[src/rtl/fp_pkg.sv]
// Shared constants and types for the floating-point add/sub normalise stage.
// Default widths describe IEEE-754 single precision; the flag indices give
// the bit positions inside the 3-bit {overflow, underflow, inexact} vector.
package fp_pkg;

    localparam int EXP_W_DEF = 8;
    localparam int MAN_W_DEF = 23;
    localparam int MW_DEF    = MAN_W_DEF + 5;
    localparam int BIAS_DEF  = (1 << (EXP_W_DEF - 1)) - 1;

    localparam logic [EXP_W_DEF-1:0] EXP_ALL_ONES_DEF = '1;

    localparam int FLAGS_W  = 3;
    localparam int FLAG_OVF = 2;
    localparam int FLAG_UNF = 1;
    localparam int FLAG_INX = 0;

    // Classification carried from the normalise stage to the round/pack stage.
    typedef enum logic [1:0] {
        CLS_NORM    = 2'd0,
        CLS_ZERO    = 2'd1,
        CLS_SPECIAL = 2'd2
    } fp_class_t;

    // Packed result at the default widths.
    typedef struct packed {
        logic                 sign;
        logic [EXP_W_DEF-1:0] exp;
        logic [MAN_W_DEF-1:0] frac;
    } fp_result_t;

endpackage

[src/rtl/fp_lzc.sv]
// Parametrised leading-zero counter. count = number of zeros above the
// highest set bit; an all-zero input returns W.
module fp_lzc #(
    parameter int W  = 27,
    parameter int CW = $clog2(W + 1)
) (
    input  logic [W-1:0]  bits_in,
    output logic [CW-1:0] count
);

    // Scan upward so the highest set bit is the last (winning) assignment.
    always_comb begin
        count = CW'(W);
        for (int i = 0; i < W; i++) begin
            if (bits_in[i]) begin
                count = CW'(W - 1 - i);
            end
        end
    end

endmodule

[src/rtl/fp_addsub_normalize_pipe.sv]
// Two-stage normalise / round / pack stage for the FP add/sub datapath.
//   Stage 1: classify, normalise (1-bit right shift on carry, or left shift
//            by the leading-zero count), signed exponent of EXP_W+2 bits.
//   Stage 2: round-to-nearest-even, overflow/underflow handling, pack.
// Optional feature macro: FPNORM_DENORM_EN -- when defined, tiny results are
// produced as denormals (left shift clamped to e-1); when undefined, tiny
// results flush to signed zero with underflow and inexact set.
module fp_addsub_normalize_pipe
    import fp_pkg::*;
#(
    parameter  int EXP_W = EXP_W_DEF,
    parameter  int MAN_W = MAN_W_DEF,
    localparam int MW    = MAN_W + 5
) (
    input  logic                   clk,
    input  logic                   rst,
    input  logic                   in_valid,
    output logic                   in_ready,
    input  logic [MW-1:0]          in_m,
    input  logic [EXP_W-1:0]       in_e,
    input  logic                   in_s,
    output logic                   out_valid,
    input  logic                   out_ready,
    output logic [EXP_W+MAN_W:0]   out_z,
    output logic [FLAGS_W-1:0]     out_flags
);

    // Handshake: a beat moves across an interface on a rising edge where
    // valid and ready are both high. Stage 2 loads when it is empty or its
    // content is being taken downstream; stage 1 loads when it is empty or
    // stage 2 is loading. in_ready is therefore !v1 | !v2 | out_ready, and a
    // stalled output holds out_z/out_flags unchanged.

    localparam int NW = MW - 1;          // hidden + frac + G/R/S
    localparam int FW = MAN_W + 3;       // frac + G/R/S (hidden implied)
    localparam int EW = EXP_W + 2;       // signed internal exponent
    localparam int CW = $clog2(NW + 1);
    localparam int ZW = 1 + EXP_W + MAN_W;

    localparam logic signed [EW-1:0] E_ZERO = '0;
    localparam logic signed [EW-1:0] E_ONE  = EW'(1);
    localparam logic signed [EW-1:0] E_MAX  = EW'((1 << EXP_W) - 1);

    logic load1, load2;

    // Stage 1 registers
    logic                   v1;
    logic                   s1;
    logic signed [EW-1:0]   e1;
    logic [FW-1:0]          n1;
    fp_class_t              cls1;

    // Stage 2 registers
    logic                   v2;
    logic [ZW-1:0]          z_q;
    logic [FLAGS_W-1:0]     f_q;

    // Stage 1 combinational signals
    logic [CW-1:0]          lz;
    logic [CW-1:0]          sh_amt;
    logic signed [EW-1:0]   e_in;
    logic signed [EW-1:0]   lz_ext;
    logic signed [EW-1:0]   e_nxt;
    logic [FW-1:0]          n_nxt;
    fp_class_t              cls_nxt;

    // Stage 2 combinational signals
    logic [MAN_W-1:0]       frac1;
    logic                   rnd_lsb, rnd_g, rnd_r, rnd_s;
    logic                   rnd_up, inexact;
    logic [MAN_W:0]         frac_inc;
    logic [MAN_W-1:0]       frac_rnd;
    logic signed [EW-1:0]   e_rnd;
    logic [ZW-1:0]          z_nxt;
    logic [FLAGS_W-1:0]     f_nxt;

`ifdef FPNORM_DENORM_EN
    logic                   den_nxt;
    logic                   den1;
    logic [EXP_W-1:0]       e_m1;
    assign e_m1 = in_e - 1'b1;
`endif

    assign load2     = !v2 || out_ready;
    assign load1     = !v1 || load2;
    assign in_ready  = load1;
    assign out_valid = v2;
    assign out_z     = z_q;
    assign out_flags = f_q;

    fp_lzc #(.W(NW), .CW(CW)) u_lzc (
        .bits_in (in_m[NW-1:0]),
        .count   (lz)
    );

    assign e_in   = signed'({2'b00, in_e});
    assign lz_ext = signed'(EW'(lz));

    // Stage 1: classify the beat and normalise mantissa and exponent.
    // The hidden bit is dropped from the stored mantissa; the left shift is
    // applied to the field below the hidden position so the leading one
    // falls off the top. An input exponent of zero is taken as already at
    // the denormal scale, so no left shift is applied in that case.
    always_comb begin
        cls_nxt = CLS_NORM;
        e_nxt   = E_ZERO;
        n_nxt   = '0;
        sh_amt  = lz;
`ifdef FPNORM_DENORM_EN
        den_nxt = 1'b0;
`endif
        if (in_m == '0) begin
            cls_nxt = CLS_ZERO;
        end else if (in_e == '1) begin
            cls_nxt = CLS_SPECIAL;
            n_nxt   = in_m[FW-1:0];
        end else if (in_m[MW-1]) begin
            n_nxt = {in_m[MW-2:2], in_m[1] | in_m[0]};
            e_nxt = e_in + E_ONE;
        end else begin
`ifdef FPNORM_DENORM_EN
            if ((e_in - lz_ext) < E_ONE) begin
                den_nxt = 1'b1;
                e_nxt   = E_ZERO;
                sh_amt  = (in_e == '0) ? '0 : e_m1[CW-1:0];
            end else begin
                e_nxt = e_in - lz_ext;
            end
`else
            e_nxt = e_in - lz_ext;
`endif
            n_nxt = in_m[FW-1:0] << sh_amt;
        end
    end

    // Stage 1 register: accepts a new beat whenever stage 1 can advance.
    always_ff @(posedge clk) begin
        if (rst) begin
            v1   <= 1'b0;
            s1   <= 1'b0;
            e1   <= E_ZERO;
            n1   <= '0;
            cls1 <= CLS_NORM;
`ifdef FPNORM_DENORM_EN
            den1 <= 1'b0;
`endif
        end else if (load1) begin
            v1 <= in_valid;
            if (in_valid) begin
                s1   <= in_s;
                e1   <= e_nxt;
                n1   <= n_nxt;
                cls1 <= cls_nxt;
`ifdef FPNORM_DENORM_EN
                den1 <= den_nxt;
`endif
            end
        end
    end

    assign frac1    = n1[FW-1:3];
    assign rnd_lsb  = n1[3];
    assign rnd_g    = n1[2];
    assign rnd_r    = n1[1];
    assign rnd_s    = n1[0];
    assign rnd_up   = rnd_g & (rnd_lsb | rnd_r | rnd_s);
    assign inexact  = rnd_g | rnd_r | rnd_s;
    assign frac_inc = {1'b0, frac1} + {{MAN_W{1'b0}}, rnd_up};
    assign frac_rnd = frac_inc[MAN_W] ? '0 : frac_inc[MAN_W-1:0];
    assign e_rnd    = frac_inc[MAN_W] ? (e1 + E_ONE) : e1;

    // Stage 2: round to nearest even, detect overflow/underflow, pack.
    always_comb begin
        z_nxt = '0;
        f_nxt = '0;
        case (cls1)
            CLS_ZERO: begin
                z_nxt[ZW-1] = s1;
            end
            CLS_SPECIAL: begin
                z_nxt = {s1, {EXP_W{1'b1}}, frac1};
            end
            default: begin
                if (e_rnd >= E_MAX) begin
                    z_nxt           = {s1, {EXP_W{1'b1}}, {MAN_W{1'b0}}};
                    f_nxt[FLAG_OVF] = 1'b1;
                    f_nxt[FLAG_INX] = 1'b1;
                end else if (e_rnd < E_ONE) begin
`ifdef FPNORM_DENORM_EN
                    z_nxt           = {s1, {EXP_W{1'b0}}, frac_rnd};
                    f_nxt[FLAG_UNF] = den1 & inexact;
                    f_nxt[FLAG_INX] = inexact;
`else
                    z_nxt[ZW-1]     = s1;
                    f_nxt[FLAG_UNF] = 1'b1;
                    f_nxt[FLAG_INX] = 1'b1;
`endif
                end else begin
                    z_nxt           = {s1, e_rnd[EXP_W-1:0], frac_rnd};
                    f_nxt[FLAG_INX] = inexact;
`ifdef FPNORM_DENORM_EN
                    f_nxt[FLAG_UNF] = den1 & inexact;
`endif
                end
            end
        endcase
    end

    // Stage 2 register: output word, held while the consumer stalls.
    always_ff @(posedge clk) begin
        if (rst) begin
            v2  <= 1'b0;
            z_q <= '0;
            f_q <= '0;
        end else if (load2) begin
            v2 <= v1;
            if (v1) begin
                z_q <= z_nxt;
                f_q <= f_nxt;
            end
        end
    end

endmodule

[config.mk]
export PLATFORM = sky130hd
export DESIGN_NAME = fp_addsub_normalize_pipe
export DESIGN_NICKNAME = d
export VERILOG_FILES = /design/src/rtl/fp_pkg.sv /design/src/rtl/fp_lzc.sv /design/src/rtl/fp_addsub_normalize_pipe.sv
export SDC_FILE = /design/constraint.sdc
export NUM_CORES = 1
export LEC_CHECK = 0
export ABC_AREA = 1
export BUFFER_PORTS_ARGS = -buffer_cell sky130_fd_sc_hd__buf_2
export CAP_MARGIN = 20
export CORE_MARGIN = 3
export CORE_UTILIZATION = 50
export DETAILED_ROUTE_END_ITERATION = 16
export HOLD_SLACK_MARGIN = 0.15
export PLACE_DENSITY = 0.73
export REMOVE_ABC_BUFFERS = 1
export SLEW_MARGIN = 20
export SYNTH_ARGS = -nofsm -noshare
export SYNTH_HDL_FRONTEND = slang
export SYNTH_SLANG_ARGS = --single-unit
export TNS_END_PERCENT = 1
[constraint.sdc]
create_clock -name clk -period 2.9 [get_ports clk]
set_input_delay 0.145 -clock clk [delete_from_list [all_inputs] [get_ports clk]]
set_output_delay 0.145 -clock clk [all_outputs]
set_load 0.02 [all_outputs]
==> results.json, run 1 <==
{
  "antenna_found_initial": 0,
  "cts_made_buffers": 9,
  "total_power_uw": 3270,
  "cpPeakStageDelay_ps": 320,
  "nFillCells": 1106,
  "r2r-start": "n1[3]$_SDFFE_PP0P_",
  "clock_latency_ps": 340,
  "crit_arrival_ps": 3440,
  "die_x_um": 116,
  "grt_max_degree": 46,
  "synth_area_leaders": "dfxtp_1, nand2_1, a21oi_1",
  "synthDominantCellAreaShare": 0.250,
  "ys_seq_area_frac": 0.250,
  "vias": 7614,
  "diodes": 0,
  "maxSlewViolCount": 0,
  "root_buffer": "clkbuf_16",
  "hold_viol": 0,
  "wl_um": 21100,
  "yosysUniqueCellTypes": 45,
  "cts_sinks": 76,
  "finalNetCount": 1244,
  "min_path_type": "in2reg",
  "fin_area_mm2": 0.00793,
  "first_pass_iters": 7,
  "synth_common_cells": "nand2_1, a21oi_1, nand3_1, inv_1, dfxtp_1",
  "grt_pass1_vias": 6802,
  "whs_path_depth": 4,
  "setup_viol": 32,
  "syn_inst": 1029,
  "period_needed_ps": 3220,
  "setup_tns_ps": -8160,
  "synthMostInstantiatedCell": "nand2_1",
  "syn_avg_cell_area_um2": 5.91,
  "area_delta_synth_final_pct": 30.3,
  "power.density_mw_per_mm2": 413,
  "hold_end": "e1[5]$_SDFFE_PP0P_",
  "start_util": 0.522,
  "critPathMostFrequentCell": "buf_4",
  "die_y_um": 116,
  "crit_chain": "o31a_1, ha_2, and3_4, nand3_4, nor2_4, nand2_2, nor2_4, nand4_4, nor2_4, buf_4, inv_1, nor2_2, buf_4, xnor2_1, nand4_2, o31ai_2, buf_4, nor3_4, buf_4, buf_6, nand3b_1, a21oi_2",
  "skew_ps": 6.73,
  "crit_fanout": 5,
  "viasPerCell": 5.69,
  "ys_ff_latch": 76,
  "row_count": 39,
  "dr.first_iter.drc_count": 990,
  "slew_headroom": 0.431,
  "wl_per_cell_um": 15.7,
  "rrSetupSlack_ps": -320,
  "violations": "negative setup slack",
  "cts.clk_slew.worst_paths_ps": 60,
  "grt_pass1_wl_um": 33300,
  "gr-total-overflow": 0,
  "tritoncts": "yes",
  "grtUsageTotal": 0.306,
  "drive_gt1_frac": 0.226,
  "required_ps": 3120,
  "dieArea_mm2": 0.0135,
  "r2r-end": "out_z[9]$_SDFFE_PP0P_",
  "synth_area_mm2": 0.00608,
  "drcViolationCount": 0,
  "synth_enable_flop_cells": 0,
  "cts_buffer_depth": 2,
  "finalCritPeriodShare": 1.11,
  "fmax_ghz": 0.310,
  "worst_pin_slew_ps": 852,
  "setup_ws_ps": -324,
  "synth_warnings": 0,
  "postRouteAntennaNets": 0,
  "rsz0062_at_grt": "true",
  "synth_ff_type": "dfxtp_1",
  "htreeDepth": 3,
  "peakVddDrop_uv": 239,
  "io_pins": 78,
  "critPathKind": "reg2reg",
  "coreArea_mm2": 0.0117,
  "async_reset_ff_frac": 0,
  "r2r.worst_path.cells": 22,
  "p_leak_uw": 0.00386,
  "worstSetupEndpointType": "register",
  "worstSetupStartpointType": "register",
  "yosysTopAreaCell": "dfxtp_1",
  "hpwlAfterDp_um": 15200,
  "min_from": "in_e[5]",
  "crit_slowest_cell": "dfxtp_2",
  "cap_violations": 0,
  "io_buffer_count": 77,
  "gp_congestion": 1.05,
  "dpl_cell_area_mm2": 0.00727,
  "status": "complete, but fails checks"
}
==> critical path, delay by kind of cell, from the launching register on <==
kind                     cells  cell delay, ps
AO/OA/AOI/OAI                3             390
XOR/XNOR                     1             200
adder cells (fa/ha/maj)      1             180
buffers and inverters        6             740
flip-flops                   1             320
AND/OR/NAND/NOR             11            1250
==> worst max path at each step <==
stage | from | endpoint | depth (start not counted)
2_1_floorplan | n1[3]$_SDFFE_PP0P_ | out_z[11]$_SDFFE_PP0P_ | 19
3_3_place_gp | n1[3]$_SDFFE_PP0P_ | out_flags[0]$_SDFFE_PP0P_ | 22
3_5_place_dp | n1[3]$_SDFFE_PP0P_ | out_flags[0]$_SDFFE_PP0P_ | 22
4_1_cts | n1[3]$_SDFFE_PP0P_ | out_z[23]$_SDFFE_PP0P_ | 24
5_1_grt | n1[1]$_SDFFE_PP0P_ | out_z[9]$_SDFFE_PP0P_ | 22
6_report | n1[3]$_SDFFE_PP0P_ | out_z[9]$_SDFFE_PP0P_ | 22
==> registers in the layout, indices dropped and copies added (netlist names) <==
name,count
e1,10
out_z,32
v1,1
out_valid,1
cls1,2
out_flags,3
s1,1
n1,26
==> logic make-up (layout without fill, tap and decap cells) <==
| kind of cell | Yosys count | after routing | share of synthesized area |
|---|---|---|---|
| and+or+nand+nor | 534 | 534 | 0.389 |
| xor gates and xnor gates | 19 | 19 | 0.0286 |
| muxes | 1 | 1 | 0.00165 |
| buffers and inverters | 142 | 309 | 0.0903 |
| adders and majority gates | 12 | 12 | 0.0259 |
| AOI/OAI and AO/OA | 245 | 245 | 0.215 |
| DFF | 76 | 76 | 0.250 |
==> metal layers <==
metal	routed length, um	global-route usage
met5	0	0
met4	843	0.127
met3	1820	0.0446
met2	9430	0.483
met1	8980	0.419
==> through the flow <==
stage               std cells  utilization  setup WS (ps)  hold WS [ps]
finish                   1339        0.680           -324           168
global route             1339        0.680           -531           187
CTS                      1333        0.664           -346           153
detailed placement       1308        0.623           -331           422
global placement         1308        0.623           -259           417
floorplan                 978            -           -254           214
==> what timing repair did <==
item / in CTS / in global routing
resized for setup: 25 / 40
setup endpoints to repair: 32 / 63
buffers inserted: 7 / 4
pin swaps: 11 / 12
hold buffers: 3 / 0
cloned: 0 / 2
endpoints found under the hold margin: 4 / 0
==> cell type report <==
cell class,count,area (um^2),share of cell area
Timing Repair Buffer,202,1370,0.173
Clock inverter,1,30.0,0.00379
Sequential cell,76,1530,0.192
Clock buffer,15,268,0.0338
Tap cell,143,179,0.0226
Multi-Input combinational cell,811,4210,0.531
Inverter,91,342,0.0431
==> layout by cell type (no fill, tap or decap), types with 6 or more instances in the layout <==
| master | synthesis | final |
|---|---|---|
| o21ai_0 | 67 | 59 |
| ha_1 | 11 | 10 |
| a21oi_1 | 142 | 137 |
| o21ai_1 | 8 | 13 |
| buf_6 | 0 | 8 |
| nand3_1 | 131 | 127 |
| dfxtp_1 | 76 | 73 |
| nor3_1 | 9 | 6 |
| xor2_1 | 12 | 9 |
| nand2_2 | 2 | 6 |
| nor2_1 | 54 | 51 |
| buf_2 | 4 | 77 |
| o211ai_1 | 11 | 11 |
| nand4_1 | 9 | 9 |
| buf_4 | 3 | 113 |
| nand2_1 | 301 | 296 |
| clkbuf_16 | 0 | 9 |
| inv_1 | 88 | 88 |
==> power breakdown <==
| part | internal, uW | total [uW] | switching (uW) |
|---|---|---|---|
| registers | 1120 | 1170 | 55.2 |
| logic | 377 | 976 | 598 |
| clock network | 715 | 1130 | 412 |
Note: power is estimated with default switching activity, not from simulation.
==> run 2: changes to the inputs <==
==> constraint.sdc (replaced) <==
create_clock -name clk -period 2.9 [get_ports clk]
set_input_delay 0.87 -clock clk [delete_from_list [all_inputs] [get_ports clk]]
set_output_delay 0.87 -clock clk [all_outputs]
set_load 0.02 [all_outputs]
==> run 2 against run 1 <==
  * The run still ends with negative setup slack left
  * Power is 2.9% lower
  * Final cell count is 3.0% higher
  * Sequential power hardly changed
  * Largest cell class unchanged
  * Largest power group unchanged
  * Highest routed layer unchanged
==> results.json, run 2 (synthesized netlist as in run 1, its figures left out) <==
{
  "status": "complete, but fails checks",
  "violations": "negative setup slack",
  "htreeDepth": 3,
  "p_clk_frac": 0.320,
  "gp_congestion": 1.06,
  "whs_path_depth": 2,
  "crit_start": "in_m[1]",
  "setup_ws_ps": -497,
  "cts_made_buffers": 9,
  "hold_buffers": 0,
  "antenna_found_initial": 0,
  "coreArea_mm2": 0.0117,
  "io_pins": 78,
  "p_leak_uw": 0.00405,
  "worstSetupEndpointType": "register",
  "hpwlAfterDp_um": 16300,
  "grtUsageTotal": 0.320,
  "critPathMostFrequentCell": "nand2_1",
  "p_comb_frac": 0.313,
  "clock_latency_ps": 340,
  "dr.first_iter.drc_count": 832,
  "setup_viol": 67,
  "drcViolationCount": 0,
  "cts.clk_slew.worst_paths_ps": 50,
  "start_util": 0.522,
  "p_sw_frac": 0.329,
  "required_ps": 3170,
  "period_needed_ps": 3400,
  "placedCellCount": 1364,
  "crit_arrival_ps": 3660,
  "root_buffer": "clkbuf_16",
  "gr-total-overflow": 0,
  "min_from": "out_flags[2]$_SDFFE_PP0P_",
  "r2r.worst_path.cells": 22,
  "maxSlewViolCount": 0,
  "grt_pass1_wl_um": 34300,
  "dpl_cell_area_mm2": 0.00772,
  "diodes": 0,
  "cts_sinks": 76,
  "hold_viol": 0,
  "critPathKind": "in2reg",
  "stdcell_count": 1379,
  "wl_um": 21600,
  "wl_per_cell_um": 15.6,
  "slew_headroom": 0.431,
  "first_pass_iters": 7,
  "finalNetCount": 1285,
  "power.density_mw_per_mm2": 392,
  "worstSetupStartpointType": "input port",
  "grt_pass1_vias": 6831,
  "regArea_mm2": 0.00152,
  "min_path_type": "reg2reg",
  "pwr-share-seq": 0.366,
  "total_power_uw": 3180,
  "skew_ps": 7.27,
  "cts_buffer_depth": 2,
  "rsz0062_at_grt": "true",
  "tritoncts": "yes",
  "die_y_um": 116,
  "die_x_um": 116,
  "cpPeakStageDelay_ps": 230,
  "viasPerCell": 5.56,
  "whs_ps": 457,
  "cap_violations": 0,
  "crit_slowest_cell": "o31ai_2",
  "internal-power_uw": 2130,
  "final_common_cell": "nand2_1",
  "nFillCells": 1070,
  "multiInputGateArea_mm2": 0.00413,
  "area_delta_synth_final_pct": 33.4,
  "finalCritPeriodShare": 1.17,
  "vias": 7666,
  "setup_tns_ps": -19380,
  "postRouteAntennaNets": 0,
  "grt_max_degree": 46,
  "worst_pin_slew_ps": 852,
  "fin_area_mm2": 0.00812,
  "crit_fanout": 4,
  "row_count": 39,
  "drive_gt1_frac": 0.243,
  "dieArea_mm2": 0.0135,
  "switching_power_uw": 1050,
  "final_cell_mix": "nand2_1, buf_4, a21oi_1",
  "r2r-start": "n1[3]$_SDFFE_PP0P_",
  "largest_reg_flops": 32,
  "peakVddDrop_uv": 227,
  "io_buffer_count": 77,
  "fmax_ghz": 0.294
}
run 2: final timing paths:
check	slack, ps	end
max	-500	e1[6]$_SDFFE_PP0P_
min	460	out_flags[2]$_SDFFE_PP0P_
min reg2reg	460	out_flags[2]$_SDFFE_PP0P_
max reg2reg	-370	out_flags[0]$_SDFFE_PP0P_
run 2: critical path: cells and delay by family:
kind                       cells  cell delay [ps]
AOI/OAI and AO/OA              4              560
xor gates and xnor gates       1              140
adders and majority gates      2              360
buffers and inverters          4              280
and+or+nand+nor               27             1430
run 2: per-stage QoR:
| step | setup slack (ps) | utilization |
|---|---|---|
| after floorplan | -840 | - |
| after detailed placement | -930 | 0.662 |
| after global placement | -859 | 0.662 |
| after global routing | -904 | 0.696 |
| after CTS | -490 | 0.692 |
| final | -497 | 0.696 |
run 2: final cells by class:
cell class | instances | share of cell area
Clock inverter | 2 | 0.00123
Multi-Input combinational cell | 811 | 0.509
Sequential cell | 76 | 0.188
Tap cell | 143 | 0.0220
Timing Repair Buffer | 243 | 0.206
Clock buffer | 13 | 0.0321
Inverter | 91 | 0.0421
run 2: power groups by stage:
stage | sequential (uW) | clock (uW) | combinational [uW]
finish | 1160 | 1020 | 995
global route | 1170 | 1080 | 1100
CTS | 1160 | 1030 | 974
detailed placement | 1180 | 0 | 958
global placement | 1180 | 0 | 956
floorplan | 1230 | 0 | 476
run 2: metal layers:
layer / GRT usage / up-vias / share of wire / wire (um)
met5: 0 / - / 0 / 0
met4: 0.148 / 0 / 0.043 / 926
met3: 0.0565 / 61 / 0.078 / 1680
met2: 0.493 / 330 / 0.44 / 9460
met1: 0.436 / 3419 / 0.44 / 9500
li1: - / 3856 / - / -
run 2: what timing repair did:
item / CTS / global route
pin swaps: 5 / 1
endpoints found under the setup margin: 67 / 68
resized for setup: 23 / 10
buffers inserted: 0 / 0
